[src/rtl/fetch_pkg.sv]
// Shared types and default widths for the instruction fetch sequencer.
package fetch_pkg;

    localparam int FETCH_A    = 12;
    localparam int FETCH_OFFW = 6;
    localparam int FETCH_CNTW = 16;

    typedef enum logic [1:0] {
        IDLE = 2'd0,
        RUN  = 2'd1,
        DONE = 2'd2
    } fetch_state_t;

endpackage

[src/rtl/pc_next_calc.sv]
// Combinational next-PC selection with wrap detection.
module pc_next_calc #(
    parameter int A    = 12,
    parameter int OFFW = 6
) (
    input  logic [A-1:0]    pc,
    input  logic            stall,
    input  logic            branch_abs,
    input  logic            branch_rel,
    input  logic [A-1:0]    target,
    input  logic [OFFW-1:0] offset,
    output logic [A-1:0]    next_pc,
    output logic            wrap
);

    logic [A:0]   seq_full;
    logic [A+1:0] off_ext;
    logic [A+1:0] rel_full;
    logic         take_abs;
    logic         take_rel;

    assign take_abs = !stall && branch_abs;
    assign take_rel = !stall && !branch_abs && branch_rel;

    assign seq_full = {1'b0, pc} + {{A{1'b0}}, 1'b1};
    assign off_ext  = {{(A+2-OFFW){offset[OFFW-1]}}, offset};
    // Two guard bits: bit A flags overflow, bit A+1 flags a negative result.
    assign rel_full = {2'b00, pc} + off_ext;

    always_comb begin
        next_pc = pc;
        wrap    = 1'b0;
        unique case (1'b1)
            stall: begin
                next_pc = pc;
            end
            take_abs: begin
                next_pc = target;
            end
            take_rel: begin
                next_pc = rel_full[A-1:0];
                wrap    = rel_full[A+1] | rel_full[A];
            end
            default: begin
                next_pc = seq_full[A-1:0];
                wrap    = seq_full[A];
            end
        endcase
    end

endmodule

[src/rtl/fetch_sequencer.sv]
// Fetch sequencer: owns the PC, runs the Start/Done handshake,
// counts retired instructions and tracks PC wrap.
module fetch_sequencer
    import fetch_pkg::*;
#(
    parameter int A    = FETCH_A,
    parameter int OFFW = FETCH_OFFW,
    parameter int CNTW = FETCH_CNTW
) (
    input  logic            Clk,
    input  logic            Reset,
    input  logic            Start,
    input  logic            Halt,
    input  logic            Stall,
    input  logic            BranchAbs,
    input  logic            BranchRel,
    input  logic [A-1:0]    Target,
    input  logic [OFFW-1:0] Offset,
    output logic [A-1:0]    ProgCtr,
    output logic            FetchValid,
    output logic            Done,
    output logic            Wrapped,
    output logic [CNTW-1:0] InstrCount
);

    fetch_state_t    state;
    logic [A-1:0]    next_pc;
    logic            wrap;
    logic [CNTW-1:0] cnt_inc;

    pc_next_calc #(
        .A    (A),
        .OFFW (OFFW)
    ) u_pc_next (
        .pc         (ProgCtr),
        .stall      (Stall),
        .branch_abs (BranchAbs),
        .branch_rel (BranchRel),
        .target     (Target),
        .offset     (Offset),
        .next_pc    (next_pc),
        .wrap       (wrap)
    );

    assign cnt_inc = (InstrCount == {CNTW{1'b1}}) ?
                     InstrCount : InstrCount + CNTW'(1);

    always_ff @(posedge Clk) begin
        if (Reset) begin
            state      <= IDLE;
            ProgCtr    <= '0;
            FetchValid <= 1'b0;
            Done       <= 1'b0;
            Wrapped    <= 1'b0;
            InstrCount <= '0;
        end else begin
            unique case (state)
                IDLE, DONE: begin
                    if (Start) begin
                        state      <= RUN;
                        ProgCtr    <= '0;
                        FetchValid <= 1'b1;
                        Done       <= 1'b0;
                        Wrapped    <= 1'b0;
                        InstrCount <= '0;
                    end
                end
                RUN: begin
                    // Halt outranks Stall; the PC stays on the halt instruction.
                    if (Halt) begin
                        state      <= DONE;
                        FetchValid <= 1'b0;
                        Done       <= 1'b1;
                        InstrCount <= cnt_inc;
                    end else if (!Stall) begin
                        ProgCtr    <= next_pc;
                        Wrapped    <= Wrapped | wrap;
                        InstrCount <= cnt_inc;
                    end
                end
                default: begin
                    state      <= IDLE;
                    ProgCtr    <= '0;
                    FetchValid <= 1'b0;
                    Done       <= 1'b0;
                end
            endcase
        end
    end

endmodule
[config.mk]
export PLATFORM = sky130hd
export DESIGN_NAME = fetch_sequencer
export DESIGN_NICKNAME = d
export VERILOG_FILES = /design/src/rtl/fetch_pkg.sv /design/src/rtl/pc_next_calc.sv /design/src/rtl/fetch_sequencer.sv
export SDC_FILE = /design/constraint.sdc
export NUM_CORES = 1
export LEC_CHECK = 0
export BUFFER_PORTS_ARGS = -buffer_cell sky130_fd_sc_hd__clkbuf_2
export CORE_ASPECT_RATIO = 2
export CORE_MARGIN = 2
export CORE_UTILIZATION = 45
export CTS_CLUSTER_DIAMETER = 100
export DETAILED_ROUTE_END_ITERATION = 6
export GPL_TIMING_DRIVEN = 0
export MAX_ROUTING_LAYER = met4
export PLACE_DENSITY_LB_ADDON = 0.2
export SYNTH_ARGS = -nofsm -noshare
export SYNTH_HDL_FRONTEND = slang
export SYNTH_SLANG_ARGS = --single-unit
[constraint.sdc]
create_clock -name Clk -period 2.95 [get_ports Clk]
set_input_delay 0.1475 -clock Clk [delete_from_list [all_inputs] [get_ports Clk]]
set_output_delay 0.1475 -clock Clk [all_outputs]
set_load 0.02 [all_outputs]
# After elaboration in Yosys (flattened, before gate mapping)
# Cells that the tools add are included.
# W data, S select, Z words.
# classes
n_addsub	3
n_mul	0
n_div	0
magnitude_cmp	0
n_eq_ne	8
shift	0
n_mux	23
bitwise	2
n_reduce_logical	13
# op_table
operator	n
$mux W16	4
$pmux W12 S2	2
$mux W12	3
$pmux W16 S2	1
$add A16 B1 Y16 const B	1
$eq A16 B16 Y1 const B	1
$add A13 B6 Y14	1
$add A12 B1 Y13 const B	1
$ne A2 B2 Y1 const B	4
$pmux W1 S2	4
$mux W1	6
$reduce_and A3 Y1	2
$mux W2	2
$pmux W2 S2	1
$reduce_and A4 Y1	1
$reduce_or A2 Y1	2
$logic_and A1 B1 Y1	3
$ne A3 B3 Y1 const B	1
$eq A2 B1 Y1 const B	1
$eq A2 B2 Y1 const B	1
$logic_not A1 Y1	2
$logic_not A2 Y1	1
$or A1 B1 Y1	2
$reduce_and A2 Y1	1
$reduce_bool A2 Y1	1
# word_totals
regBits	33
latchBits	0
mem_bits_rw	0
rom_bits	0
input_bits	25
wordCells	55
n_memories	0

# Logic depth before layout (Yosys ltp)
# depth
ltp_word	8
ltp_mapped	9

# Modules after synthesis
# Synthesis repeated with hierarchy kept, for this count alone.
# unflattened
cells_unflattened	368
area_unflattened_um2	2847.7
# by_module_without_submodules
mod	instances	cells_per_inst	area_per_inst_um2
fetch_sequencer	1	202	1685.4
pc_next_calc	1	166	1162.4

# Least setup slack after synthesis
# Ideal clock, no wire load.
# synth_path
kind	register to register
from	register ProgCtr[0]
to	register Wrapped
arrival_ns	2.092
required_ns	2.820
setup_slack_ns	0.729
path_stages_with_launch	10
n_path_buf	0
cell_sequence	dfxtp_1 ha_1 fa_1 a21o_1 a21oi_1 o21ai_0 a21o_1 or3_1 mux2i_1 a211oi_1
# synth_between
elab_chain_len	7
# synth_rtl
item	line_no	rtl
start: declaration	fetch_sequencer.sv:19	output logic [A-1:0] ProgCtr,
start signal: assignment	fetch_sequencer.sv:76	ProgCtr <= next_pc;
$add A13 B6 Y14	pc_next_calc.sv:28	assign rel_full = {2'b00, pc} + off_ext;
$or A1 B1 Y1	pc_next_calc.sv:42	wrap = rel_full[A+1] | rel_full[A];
$pmux W1 S2 *	pc_next_calc.sv:33	unique case (1'b1)
$or A1 B1 Y1 *	fetch_sequencer.sv:77	Wrapped <= Wrapped | wrap;
$mux W1 *	fetch_sequencer.sv:75	end else if (!Stall) begin
$mux W1 *	fetch_sequencer.sv:70	if (Halt) begin
$pmux W1 S2 *	fetch_sequencer.sv:57	unique case (state)
end signal: assignment	fetch_sequencer.sv:77	
end: declaration	fetch_sequencer.sv:22	output logic Wrapped,
# Every way passes the cells marked *; elsewhere a longest branch is shown, timed or not. The select of a mux whose other input is x is not followed.
# A chain may end at the register's enable or synchronous reset.

# Final worst setup path
# Same ends and word-level chain as after synthesis.

==> metrics.yaml <==
vias: 2495
cap_violations: 0
irDropWorstVdd_v: 0.000204
max_slew_margin_pct: 38.6
end_kind: "flip-flop"
synthCells: 313
cp_max_fo: 7
start_util_pct: 46.2
vias_per_cell: 5.75
wire_per_inst_um: 15.0
crit_family: "compound AO/OA/AOI/OAI gates"
cts.path.max_buffers: 2
die_w_um: 55.1
finalCriticalPeriod_ps: 2490
ios: 56
top_layer: "met4"
cts_tree: "built"
place.gp.congestion: 0.859
leakage_uw: 0.00117
n_fill_cell: 558
final_common_cell: "clkbuf_2"
row_count: 37
overflow: 0
cp.buffers_inverters: 0
outcome: "complete, no violations"
drt_iter0_drc: 51
hold_class: "input pin to flip-flop"
grtUsageTotal_pct: 24.9
syn_nets: 354
synth_largest_area_cell: "dfxtp_1"
dr_wl_met3_um: 161
yosysTopAreaCellShare_pct: 27.2
post_cts_buffers: 0
postCtsHoldBufs: 0
io_buffers: 55
ys.flop_type: "dfxtp_1"
hpwlAfterDp_um: 5360
grt_max_degree: 12
synth_area_sq_mm: 0.00235
worstMarginPinSlew_ps: 919
p_per_area_mw_per_mm2: 341
syn2layout_area_growth_pct: 18.6
antenna_found_initial: 0
async_flop_share_pct: 0
cts_made_buffers: 5
slew_violations: 0
synth.avg_cell_area_sq_um: 7.52
insertion_delay_ps: 280
antenna_cells: 0
power.total_uw: 952
min_period_over_period_pct: 84.4
final_cell_mix: "55 x clkbuf_2, 40 x nor2_1, 34 x nand2_1"
slowest_stage: "fa_1"
core_sq_mm: 0.00509
dr.pass1.iters: 4
required_ps: 3110
utilization_pct: 54.8
synth.distinct_cells: 51
setup_tns_ps: 0
layout.nets: 416
cts-root-buf: "clkbuf_8"
yosys_warnings: 0
rsz0062_at_grt: "no"
ys_seq_area_share_pct: 27.2
finalSetupViolCount: 0
seq_area_sq_um: 641
drt_wl_total_um: 6490
clkTransAtPathRegs_ps: 70
critPathLaunchType: "flip-flop"
grt_pass1_vias: 2424
dieArea_sq_mm: 0.00586
die_y_um: 106
cp.arrival_ps: 2650
multiInputGateArea_sq_mm: 0.00165
ctsResizeCount: 0
rrSetupSlack_ps: 460
max_stage_delay_ps: 410
htree_levels: 2
drc: 0
antenna_left: 0
cts_sinks: 32
synth-edff-count: 0
path_common_cell: "a21o_1"
cp_cell_sequence: "ha_1, fa_1, a21o_1, a21oi_1, o21ai_0, a21o_1, or3_1, mux2i_1, a211oi_1"
finClkSkew_ps: 9.10
report.final.hold_viol_count: 0
wl_met1_um: 2310
synth_seq_cells: 32
layout-drive-gt1-share_pct: 17.3
grt_first_pass_wirelength_um: 10600
synth.area.top_cells: "dfxtp_1 27%, ha_1 8.0%, nor2_1 6.4%"
critPathKind: "flip-flop to flip-flop"
wl_met2_um: 3700
max_freq_mhz: 401
==> state kept, by name (all words and copies together), names as in the netlist <==
register    flops
ProgCtr        12
FetchValid      1
InstrCount     16
Wrapped         1
Done            1
state           1
==> per-layer routing <==
metal / up-vias / GRT usage, %
li1: 1260 / -
met5: - / -
met3: 25 / 1.54
met1: 1148 / 24.6
met2: 62 / 44.0
met4: 0 / 15.2
==> layout make-up <==
class / instances / area share, %
Buffer: 7 / 0.941
Tap cell: 58 / 2.60
Clock buffer: 8 / 3.23
Timing Repair Buffer: 55 / 9.86
Inverter: 10 / 1.34
Sequential cell: 32 / 22.9
Multi-Input combinational cell: 264 / 59.1
==> worst register-to-register path, stage by stage, from the launching register on <==
cell and delay, ps:
dfxtp_1 380, ha_1 260, fa_1 410, a21o_1 200, a21oi_1 110, o21ai_0 220
a21o_1 240, or3_1 300, mux2i_1 170, a211oi_1 90
==> cells in the mapped netlist, drive strengths merged, types with 2 or more instances <==
master,n
o221ai,3
nand3,17
a21o,5
a211oi,5
nor3,3
nor4,4
xnor2,10
clkbuf,6
a221oi,2
a311oi,3
o22ai,2
o21ai,23
o21bai,4
nor3b,3
a21oi,24
a21boi,2
nand2,34
or3,6
and4,2
xor2,12
o211ai,2
inv,10
or2,2
nor2,40
dfxtp,32
a22oi,4
a211o,2
o21a,4
nand2b,6
ha,15
nand4,4
and3,5
==> cell families after synthesis <==
group / synth area share (%)
buf+inv: 2.71
mux: 0.425
xor+xnor: 8.19
fa+ha+maj: 8.83
simple gates: 27.4
flops: 27.2
compound gates: 25.3
==> per-stage QoR <==
step | hold WS (ps) | cells | setup slack (ps) | cell area (sq um)
2_1_floorplan | 288 | 313 | 729 | 2350
3_3_place_gp | 486 | 426 | 458 | 2700
3_5_place_dp | 499 | 426 | 446 | 2700
4_1_cts | 202 | 434 | 432 | 2790
5_1_grt | 239 | 434 | 324 | 2790
6_report | 207 | 434 | 459 | 2790
==> power breakdown <==
part | internal (uW) | switching (uW)
clock | 190 | 156
sequential | 439 | 10.6
combinational | 59.7 | 96.0
total | 689 | 263
==> final timing paths <==
| path | startpoint | cells past startpoint | end |
|---|---|---|---|
| worst max-delay path | ProgCtr[0] | 9 | Wrapped |
| worst min-delay path | Halt | 3 | Done |
| worst max register to register | ProgCtr[0] | 9 | Wrapped |
| worst min register to register | InstrCount[14] | 2 | InstrCount[14] |
Power figures use the tool's default switching activity.
